## config.mk

```make
export PLATFORM = sky130hd
export DESIGN_NAME = fp_seq
export DESIGN_NICKNAME = d
export VERILOG_FILES = /design/src/rtl/fp_seq_pkg.sv /design/src/rtl/fp_tick.sv /design/src/rtl/fp_seq.sv
export SDC_FILE = /design/constraint.sdc
export NUM_CORES = 1
export LEC_CHECK = 0
export CAP_MARGIN = 20
export CELL_PAD_IN_SITES_DETAIL_PLACEMENT = 1
export CELL_PAD_IN_SITES_GLOBAL_PLACEMENT = 1
export CORE_MARGIN = 1.5
export CORE_UTILIZATION = 38
export CTS_CLUSTER_SIZE = 28
export DETAILED_ROUTE_END_ITERATION = 10
export GPL_TIMING_DRIVEN = 0
export PLACE_DENSITY = 0.86
export SLEW_MARGIN = 20
export SYNTH_ARGS = -nofsm -noshare
export SYNTH_HDL_FRONTEND = slang
export SYNTH_SLANG_ARGS = --single-unit
```

## constraint.sdc

```tcl
create_clock -name __clk -period 3.1 [get_ports __clk]
set_input_delay 0.62 -clock __clk [delete_from_list [all_inputs] [get_ports __clk]]
set_output_delay 0.62 -clock __clk [all_outputs]
set_load 0.02 [all_outputs]
```

## src/rtl/fp_seq_pkg.sv

```systemverilog
// fp_seq_pkg: shared types and constants for the AWP phase sequencer.
// The optional F8 watchdog is enabled by defining FP_SEQ_WATCHDOG_EN.
package fp_seq_pkg;

  // Sequencer states: idle, the nine phase lines, and the one-clock DONE.
  typedef enum logic [3:0] {
    ST_IDLE = 4'd0,
    ST_F2   = 4'd1,
    ST_F4   = 4'd2,
    ST_F5   = 4'd3,
    ST_F6   = 4'd4,
    ST_F7   = 4'd5,
    ST_F8   = 4'd6,
    ST_F9   = 4'd7,
    ST_F10  = 4'd8,
    ST_F13  = 4'd9,
    ST_DONE = 4'd10
  } state_e;

  // Position inside a 3-clock phase.
  typedef enum logic [1:0] {
    T0 = 2'd0,
    T1 = 2'd1,
    T2 = 2'd2
  } sub_e;

  // Operation classes as latched at start (ir values 0..7, NRF overrides ir).
  localparam logic [3:0] AD  = 4'd0;
  localparam logic [3:0] SD  = 4'd1;
  localparam logic [3:0] MW  = 4'd2;
  localparam logic [3:0] DW  = 4'd3;
  localparam logic [3:0] AF  = 4'd4;
  localparam logic [3:0] SF  = 4'd5;
  localparam logic [3:0] MF  = 4'd6;
  localparam logic [3:0] DF  = 4'd7;
  localparam logic [3:0] NRF = 4'd8;

  // Width of the F8 iteration counter used by the watchdog.
  localparam int LOOP_CNT_W = 6;

  // True for the states that drive a phase line and run the sub-cycle counter.
  function automatic logic is_phase(input state_e s);
    return (s != ST_IDLE) && (s != ST_DONE);
  endfunction

endpackage

```

## src/rtl/fp_tick.sv

```systemverilog
// fp_tick: 3-clock sub-cycle counter (T0 -> T1 -> T2 -> T0).
// restart holds the counter at T0 so every phase starts aligned.
module fp_tick
  import fp_seq_pkg::*;
(
  input  logic clk,
  input  logic clr,
  input  logic restart,
  output logic t1,
  output logic t2,
  output logic last
);

  sub_e sub_q;
  sub_e sub_d;

  // Next sub-cycle: wrap after T2, park at T0 while restart is high.
  always_comb begin
    sub_d = sub_q;
    if (restart) begin
      sub_d = T0;
    end else begin
      case (sub_q)
        T0:      sub_d = T1;
        T1:      sub_d = T2;
        T2:      sub_d = T0;
        default: sub_d = T0;
      endcase
    end
  end

  // Sub-cycle register with synchronous clear.
  always_ff @(posedge clk) begin
    if (clr) begin
      sub_q <= T0;
    end else begin
      sub_q <= sub_d;
    end
  end

  assign t1   = (sub_q == T1);
  assign t2   = (sub_q == T2);
  assign last = (sub_q == T2);

endmodule

```

## src/rtl/fp_seq.sv

```systemverilog
// fp_seq: AWP floating-point phase sequencer. Each phase is three clocks;
// the successor is chosen at the end of T2 from the latched class and the
// datapath conditions. Defining FP_SEQ_WATCHDOG_EN adds a bounded F8 loop.
module fp_seq
  import fp_seq_pkg::*;
#(
  parameter int LOOP_MAX = 63
) (
  input  logic       __clk,
  input  logic       clr,
  input  logic       start,
  input  logic [7:9] ir,
  input  logic       nrf,
  input  logic       g,
  input  logic       fic_z,
  input  logic       ws,
  input  logic       di,
  output logic       f2,
  output logic       f4,
  output logic       f5,
  output logic       f6,
  output logic       f7,
  output logic       f8,
  output logic       f9,
  output logic       f10,
  output logic       f13,
  output logic       strob_fp,
  output logic       strob2_fp,
  output logic       fclr,
  output logic       busy,
  output logic       done,
  output logic       err
);

  state_e     state_q, state_d;
  state_e     succ_s;
  logic [3:0] op_q, op_d;
  logic       fclr_q, fclr_d;
  logic       err_q, err_d;
  logic       corr_q, corr_d;
  logic       wd_trip_s;
  logic       restart_s;
  logic       tick_t1_s;
  logic       tick_t2_s;
  logic       tick_last_s;

  assign restart_s = !is_phase(state_q);

  fp_tick u_tick (
    .clk     (__clk),
    .clr     (clr),
    .restart (restart_s),
    .t1      (tick_t1_s),
    .t2      (tick_t2_s),
    .last    (tick_last_s)
  );

`ifdef FP_SEQ_WATCHDOG_EN
  localparam logic [LOOP_CNT_W-1:0] LOOP_LIM = LOOP_CNT_W'(LOOP_MAX - 1);

  logic [LOOP_CNT_W-1:0] loop_cnt_q, loop_cnt_d;

  // Count completed F8 iterations that ended without fic_z; zero outside F8.
  always_comb begin
    loop_cnt_d = {LOOP_CNT_W{1'b0}};
    if (state_q == ST_F8) begin
      if (tick_last_s && !fic_z) begin
        loop_cnt_d = loop_cnt_q + {{(LOOP_CNT_W-1){1'b0}}, 1'b1};
      end else begin
        loop_cnt_d = loop_cnt_q;
      end
    end else begin
      loop_cnt_d = {LOOP_CNT_W{1'b0}};
    end
  end

  // F8 iteration counter register.
  always_ff @(posedge __clk) begin
    if (clr) begin
      loop_cnt_q <= {LOOP_CNT_W{1'b0}};
    end else begin
      loop_cnt_q <= loop_cnt_d;
    end
  end
`else
  // Without the watchdog the iteration limit has no consumer.
  logic unused_loop_max_s;
  assign unused_loop_max_s = (LOOP_MAX == 0);
`endif

  // Successor of the current phase for the latched class (used at T2 only).
  always_comb begin
    succ_s    = ST_DONE;
    wd_trip_s = 1'b0;
    case (state_q)
      ST_F2: begin
        case (op_q)
          AD, SD:  succ_s = ST_F6;
          NRF:     succ_s = ST_F8;
          default: succ_s = ST_F4;
        endcase
      end
      ST_F4: begin
        case (op_q)
          MW, MF:  succ_s = ST_F6;
          DW, DF:  succ_s = ST_F8;
          AF, SF:  succ_s = ST_F5;
          default: succ_s = ST_DONE;
        endcase
      end
      ST_F5: begin
        if (g) begin
          succ_s = ST_F13;
        end else begin
          succ_s = ST_F8;
        end
      end
      ST_F6: succ_s = ST_F7;
      ST_F7: begin
        case (op_q)
          AD, SD:  succ_s = ST_DONE;
          MW, MF:  succ_s = ST_F8;
          DW, DF:  succ_s = ST_F10;
          AF, SF:  succ_s = ST_F13;
          default: succ_s = ST_DONE;
        endcase
      end
      ST_F8: begin
        if (!fic_z) begin
          succ_s = ST_F8;
`ifdef FP_SEQ_WATCHDOG_EN
          if (loop_cnt_q == LOOP_LIM) begin
            succ_s    = ST_DONE;
            wd_trip_s = 1'b1;
          end else begin
            wd_trip_s = 1'b0;
          end
`endif
        end else begin
          case (op_q)
            MW:       succ_s = ST_DONE;
            MF, NRF:  succ_s = ST_F13;
            DW, DF:   succ_s = ST_F9;
            AF, SF:   succ_s = ST_F6;
            default:  succ_s = ST_DONE;
          endcase
        end
      end
      ST_F9: succ_s = ST_F10;
      ST_F10: begin
        // Only one correction pass: the flag blocks a second F7.
        if (ws && !corr_q) begin
          succ_s = ST_F7;
        end else if (op_q == DF) begin
          succ_s = ST_F13;
        end else begin
          succ_s = ST_DONE;
        end
      end
      ST_F13:  succ_s = ST_DONE;
      default: succ_s = ST_DONE;
    endcase
  end

  // Next-state logic: launch from IDLE, advance phases at T2, DONE -> IDLE.
  always_comb begin
    state_d = state_q;
    op_d    = op_q;
    fclr_d  = 1'b0;
    err_d   = err_q;
    corr_d  = corr_q;
    case (state_q)
      ST_IDLE: begin
        if (fclr_q) begin
          state_d = ST_F2;
        end else if (start) begin
          op_d   = nrf ? NRF : {1'b0, ir};
          fclr_d = 1'b1;
          err_d  = 1'b0;
          corr_d = 1'b0;
        end else begin
          state_d = ST_IDLE;
        end
      end
      ST_DONE: begin
        state_d = ST_IDLE;
      end
      default: begin
        if (tick_last_s) begin
          if (di) begin
            state_d = ST_DONE;
            err_d   = 1'b1;
          end else begin
            state_d = succ_s;
            err_d   = err_q | wd_trip_s;
            corr_d  = corr_q | ((state_q == ST_F10) && (succ_s == ST_F7));
          end
        end else begin
          state_d = state_q;
        end
      end
    endcase
  end

  // Control registers; clr wins over everything including start.
  always_ff @(posedge __clk) begin
    if (clr) begin
      state_q <= ST_IDLE;
      op_q    <= AD;
      fclr_q  <= 1'b0;
      err_q   <= 1'b0;
      corr_q  <= 1'b0;
    end else begin
      state_q <= state_d;
      op_q    <= op_d;
      fclr_q  <= fclr_d;
      err_q   <= err_d;
      corr_q  <= corr_d;
    end
  end

  // Outputs decode registered state only, so they are glitch-free.
  assign f2        = (state_q == ST_F2);
  assign f4        = (state_q == ST_F4);
  assign f5        = (state_q == ST_F5);
  assign f6        = (state_q == ST_F6);
  assign f7        = (state_q == ST_F7);
  assign f8        = (state_q == ST_F8);
  assign f9        = (state_q == ST_F9);
  assign f10       = (state_q == ST_F10);
  assign f13       = (state_q == ST_F13);
  assign strob_fp  = is_phase(state_q) && tick_t1_s;
  assign strob2_fp = is_phase(state_q) && tick_t2_s;
  assign fclr      = fclr_q;
  assign busy      = (state_q != ST_IDLE);
  assign done      = (state_q == ST_DONE);
  assign err       = err_q;

endmodule

```

==> results of run 1 <==
[kinds of logic (layout without fill, tap and decap cells)]
| family | count (synthesis) | after routing | synth area share (%) |
|---|---|---|---|
| xor gates and xnor gates | 1 | 1 | 0.788 |
| DFF | 17 | 17 | 30.6 |
| buffers and inverters | 15 | 44 | 5.85 |
| muxes | 2 | 2 | 1.80 |
| AOI/OAI and AO/OA | 35 | 35 | 22.2 |
| and+or+nand+nor | 69 | 69 | 38.8 |
[synth_stat cells (all sizes together) (2+ instances only)]
cell type / count
nand4: 2
o21a: 3
nor4b: 4
and3: 2
clkbuf: 8
nor2b: 6
nor4: 3
or4b: 2
o21ai: 8
nand2b: 7
mux2i: 2
buf: 2
a21oi: 8
nand3b: 5
a22o: 2
o22ai: 2
dfxtp: 17
nor3: 3
inv: 5
nand2: 9
nor2: 13
nor3b: 5
nand3: 2
[report_power, final]
| part | internal [mW] | total, mW | leakage [nW] | switching [mW] |
|---|---|---|---|---|
| clock | 0.0483 | 0.126 | 0.0177 | 0.0782 |
| sequential | 0.226 | 0.233 | 0.138 | 0.00685 |
| combinational | 0.0446 | 0.0962 | 0.359 | 0.0516 |
[through the flow]
stage	util [%]	cells
finish	52.2	199
CTS	51.8	199
global route	52.2	199
detailed placement	50.8	195
floorplan	-	139
global placement	50.8	195
[worst max-delay path by stage]
stage	slack (ns)	cells past startpoint	endpoint
2_1_floorplan	0.97	6	state_q[0]$_SDFFE_PP0P_
3_3_place_gp	0.43	3	f4
3_5_place_dp	0.42	3	f4
4_1_cts	0.06	3	f4
5_1_grt	0.008	5	strob_fp
6_report	0.13	3	f2
[worst max-delay path: stages, from the launching register on]
cell             delay, ns
dfxtp_1               0.37
clkbuf_1              0.23
nor4b_1               0.70
clkdlybuf4s50_1       0.73
[routing by layer]
metal	global-route usage [%]	vias to the layer above
met5	0	-
met4	14.3	0
met1	25.9	563
met3	3.40	17
li1	-	573
met2	37.6	35
[final cells by class]
cell class                      count  share of cell area (%)
Multi-Input combinational cell    107                    49.9
Sequential cell                    17                    23.6
Timing Repair Buffer               25                    17.4
Buffer                             10                    3.21
Tap cell                           31                    2.69
Clock buffer                        3                    1.56
Inverter                            5                    1.30
Clock inverter                      1                   0.348
[timing repair]
| action | in CTS | in global routing |
|---|---|---|
| hold buffers | 0 | 0 |
| hold endpoints to repair | 0 | 0 |
| endpoints found under the setup margin | 0 | 3 |
| resized for setup | 0 | 2 |
==> results by group, run 1 <==
Outcome
  • Run status: complete, no violations

Synth
  • Warnings from Yosys: 0
  • Sequential-to-total area share from yosys stat: 30.6%
  • #FFs+latches synth: 17
  • Syn Area/Cell: 8.00 sq um
  • Post-synth top flop: dfxtp_1
  • Syn nets: 150
  • Post-synth top area cell: dfxtp_1
  • Cell Area, Synth: 1110 sq um
  • Share of the synthesized area in the top cell type: 30.6%
  • Largest cells by area after synthesis: dfxtp_1 31%, nor2_1 4.4%, nand2b_1 3.9%
  • Cells after Synth: 139
  • Asr flop ratio synth: 0%
  • Count of cell types in the netlist: 47
  • EDFF count, synth: 0

Pwr
  • VDD IR-drop max: 0.270 mV
  • Design Power: 456 uW
  • Leakage power: 0.515 nW
  • Cell area power density: 316 nW/um^2

Clocking
  • TritonCTS clock tree: yes
  • Postcts setup bufs: 0
  • CTS root buf: clkbuf_4
  • CTS H-tree lvls: 1
  • Clock latency on the worst-skew pair: 0.31 ns
  • CTS clk-pin slew, worst paths: 0.11 ns
  • Num CTS Buffers: 3
  • CTS sink count: 17
  • Maximum buffer depth of the clock tree: 2

Floorplanning
  • Num rows: 19
  • Die width: 57.1 microns
  • Core Region: 2760 sq um
  • Initial Utilization: 40.3%
  • I/O pin cnt: 26
  • DIE AREA: 3260 sq um
  • Die Y: 57.1 microns

Timing
  • Hold Violations, Final: 0
  • RSZ-0062 raised after global routing: false
  • Layout Skew: 0.0162 ns
  • Final WS setup: 0.134 ns
  • Slew headroom: 50.7%
  • Final min period: 2.97 ns
  • Fmax: 0.337 GHz
  • Final setup violation count: 0
  • Fin crit share: 95.7%
  • Setup TNS: 0 ns
  • Worst-margin pin slew: 0.729 ns
  • WHS: 0.446 ns
  • Fin. max-slew vios: 0

Critical path
  • Critical Path AT: 2.35 ns
  • Reg2reg end: state_q[2]$_SDFFE_PP0P_
  • CP Data Required Time: 2.48 ns
  • Worst Setup End Kind: primary output
  • Critical Path Start Type: register
  • Setup Crit Path Kind: reg2out
  • Reg2reg setup slack: 1.12 ns
  • CP startpoint: state_q[3]$_SDFFE_PP0P_
  • Max FO, Critical Path: 10
  • Cells on worst reg2reg path: 6
  • Crit Reg-Reg Startpoint: state_q[2]$_SDFFE_PP0P_

Placement
  • Post-detail-place hpwl: 2670 microns
  • DP Worst Slack: 0.420 ns
  • Port-buffer cells: 25
  • GP Congestion: 0.839
  • Placed cell area: 1400 sq um

Global route
  • First-pass GRT wire length: 5620 microns
  • Vias in the first global route: 1219
  • Total gr overflow: 0
  • Largest net degree at the start of global routing: 11
  • Initial antenna violation count: 0
  • Total GRT Usage: 22.2%

Detailed routing
  • Top layer reached by signal wires: met4
  • Antenna Violating Nets Remaining: 0
  • Routed wl met3: 115 microns
  • WL met2: 1630 microns
  • Via density: 5.97
  • Routed WL: 3370 microns
  • Vias: 1188
  • Pre-antenna DRT Iters: 4
  • DRT iter0 DRCs: 34
  • DR WL/cell: 16.9 microns
  • DRC: 0
  • M1 wire length: 1460 microns

Cells and area
  • Reg area: 340 sq um
  • Most frequent cells in the layout: 25 x clkdlybuf4s50_1, 17 x dfxtp_1, 13 x nor2_1, 9 x nand2_1
  • Commonest non-fill, non-tap cell in the layout: clkdlybuf4s50_1
  • ANT cells: 0
  • Share of cells above drive strength 1: 8.33%
  • P&R area growth vs syn: 29.5%
  • Area of the multi-input gates: 718 sq um
  • Post-route cell area: 1440 sq um
  • Fillers: 343
  • Count of nets after finishing: 180

Min path
  • HP Start: u_tick.sub_q[0]$_SDFF_PP0_
  • HP Class: reg2reg
  • Worst hold path endpoint: u_tick.sub_q[0]$_SDFF_PP0_
  • Hold path cells: 1

Job
  • Max Cap Viol: 0
Power figures use the tool's default switching activity.
==> inputs of run 2 (changes only) <==
--- a/config.mk
+++ b/config.mk
@@ -9,11 +9,13 @@
 export CELL_PAD_IN_SITES_DETAIL_PLACEMENT = 1
 export CELL_PAD_IN_SITES_GLOBAL_PLACEMENT = 1
 export CORE_MARGIN = 1.5
-export CORE_UTILIZATION = 38
+export CORE_UTILIZATION = 40
+export CTS_BUF_LIST = sky130_fd_sc_hd__clkbuf_4
+export CTS_CLUSTER_DIAMETER = 60
 export CTS_CLUSTER_SIZE = 28
 export DETAILED_ROUTE_END_ITERATION = 10
 export GPL_TIMING_DRIVEN = 0
-export PLACE_DENSITY = 0.86
+export PLACE_DENSITY = 0.9
 export SLEW_MARGIN = 20
 export SYNTH_ARGS = -nofsm -noshare
 export SYNTH_HDL_FRONTEND = slang
==> results by group, run 2 (same netlist as run 1, synthesis figures left out) <==
Timing
  • Final min period: 2.94 ns
  • Hold Violations, Final: 0
  • Fin. max-slew vios: 0
  • Final setup violation count: 0
  • Slew headroom: 58.5%
  • Worst-margin pin slew: 0.614 ns
  • Fin crit share: 94.9%
  • Final WS setup: 0.158 ns
  • Layout Skew: 0.00198 ns
  • Fmax: 0.340 GHz
  • Setup TNS: 0 ns
  • WHS: 0.454 ns
  • RSZ-0062 raised after global routing: false

Cells and area
  • Most frequent cells in the layout: 25 x clkdlybuf4s50_1, 17 x dfxtp_1, 13 x nor2_1, 9 x nand2_1, 8 x o21ai_0
  • Reg area: 340 sq um
  • Share of cells above drive strength 1: 8.93%
  • Post-route cell area: 1440 sq um
  • Final Util: 56.7%
  • P&R area growth vs syn: 29.7%
  • Area of the multi-input gates: 718 sq um
  • Finished Layout Cells: 198
  • Fillers: 311
  • Count of nets after finishing: 180
  • ANT cells: 0
  • Commonest non-fill, non-tap cell in the layout: clkdlybuf4s50_1

Floorplanning
  • Num rows: 18
  • Die width: 55.7 microns
  • DIE AREA: 3110 sq um
  • Initial Utilization: 43.7%
  • Core Region: 2540 sq um
  • I/O pin cnt: 26
  • Die Y: 55.7 microns

Global route
  • First-pass GRT wire length: 5530 microns
  • Initial antenna violation count: 0
  • Total GRT Usage: 22.3%
  • Vias in the first global route: 1133
  • Total gr overflow: 0
  • Largest net degree at the start of global routing: 11

Clocking
  • CTS H-tree lvls: 1
  • CTS root buf: clkbuf_4
  • Postcts setup bufs: 0
  • CTS clk-pin slew, worst paths: 0.10 ns
  • Num CTS Buffers: 3
  • Maximum buffer depth of the clock tree: 2
  • Hold Buf Count CTS: 0
  • Clock latency on the worst-skew pair: 0.29 ns
  • TritonCTS clock tree: yes
  • Post_cts resized: 0
  • CTS sink count: 17

Critical path
  • Critical Path Start Type: register
  • Critical Path AT: 2.32 ns
  • Max FO, Critical Path: 10
  • Cells on worst reg2reg path: 6
  • CP Data Required Time: 2.48 ns
  • Worst Setup End Kind: primary output
  • Setup Crit Path Kind: reg2out

Detailed routing
  • DRT iter0 DRCs: 27
  • Pre-antenna DRT Iters: 4
  • DR WL/cell: 16.3 microns
  • DRC: 0
  • Antenna Violating Nets Remaining: 0
  • Via density: 5.82
  • Routed WL: 3230 microns
  • Vias: 1152

Job
  • Max Cap Viol: 0

Placement
  • Port-buffer cells: 25
  • Post-detail-place hpwl: 2560 microns
  • GP Congestion: 0.871
  • Placed cell area: 1400 sq um
  • Inst Count DP: 194
  • DP Worst Slack: 0.403 ns

Pwr
  • Cell area power density: 316 nW/um^2
  • VDD IR-drop max: 0.266 mV
  • Leakage power: 0.519 nW
  • Design Power: 456 uW

Outcome
  • Run status: complete, no violations

Min path
  • HP Class: reg2reg
  • Hold path cells: 1
==> run 2: final timing paths <==
check	slack, ns	startpoint	endpoint
worst min-delay path	0.45	u_tick.sub_q[0]$_SDFF_PP0_	u_tick.sub_q[0]$_SDFF_PP0_
worst max-delay path	0.16	state_q[2]$_SDFFE_PP0P_	f8
worst max register to register	1.07	state_q[2]$_SDFFE_PP0P_	corr_q$_SDFFE_PP0P_
worst min register to register	0.45	u_tick.sub_q[0]$_SDFF_PP0_	u_tick.sub_q[0]$_SDFF_PP0_
==> run 2: cell type report <==
cell class	instances	area share, %
flip-flops and latches	17	23.6
plain buffers	10	3.30
repair buffers	25	17.3
inverters	5	1.30
multi-input cells	107	49.8
well taps	30	2.60
clock buffers	4	2.08
==> run 2: metal layers <==
| metal | vias up | global-route usage [%] | wire (microns) |
|---|---|---|---|
| li1 | 569 | - | - |
| met4 | 0 | 6.27 | 15 |
| met3 | 2 | 3.26 | 127 |
| met5 | - | 0 | 0 |
| met1 | 558 | 30.0 | 1510 |
| met2 | 23 | 36.9 | 1580 |
==> run 2: where the power goes <==
part           switching, mW  leakage [nW]  internal, mW
Sequential           0.00605         0.138         0.226
Combinational         0.0503         0.362        0.0446
Clock                 0.0700        0.0184        0.0588
==> run 2: worst max-delay path: stages, from the launching register on <==
cell	delay, ns
dfxtp_1	0.44
clkbuf_1	0.41
nand2b_1	0.17
nor2_1	0.34
clkdlybuf4s50_1	0.68
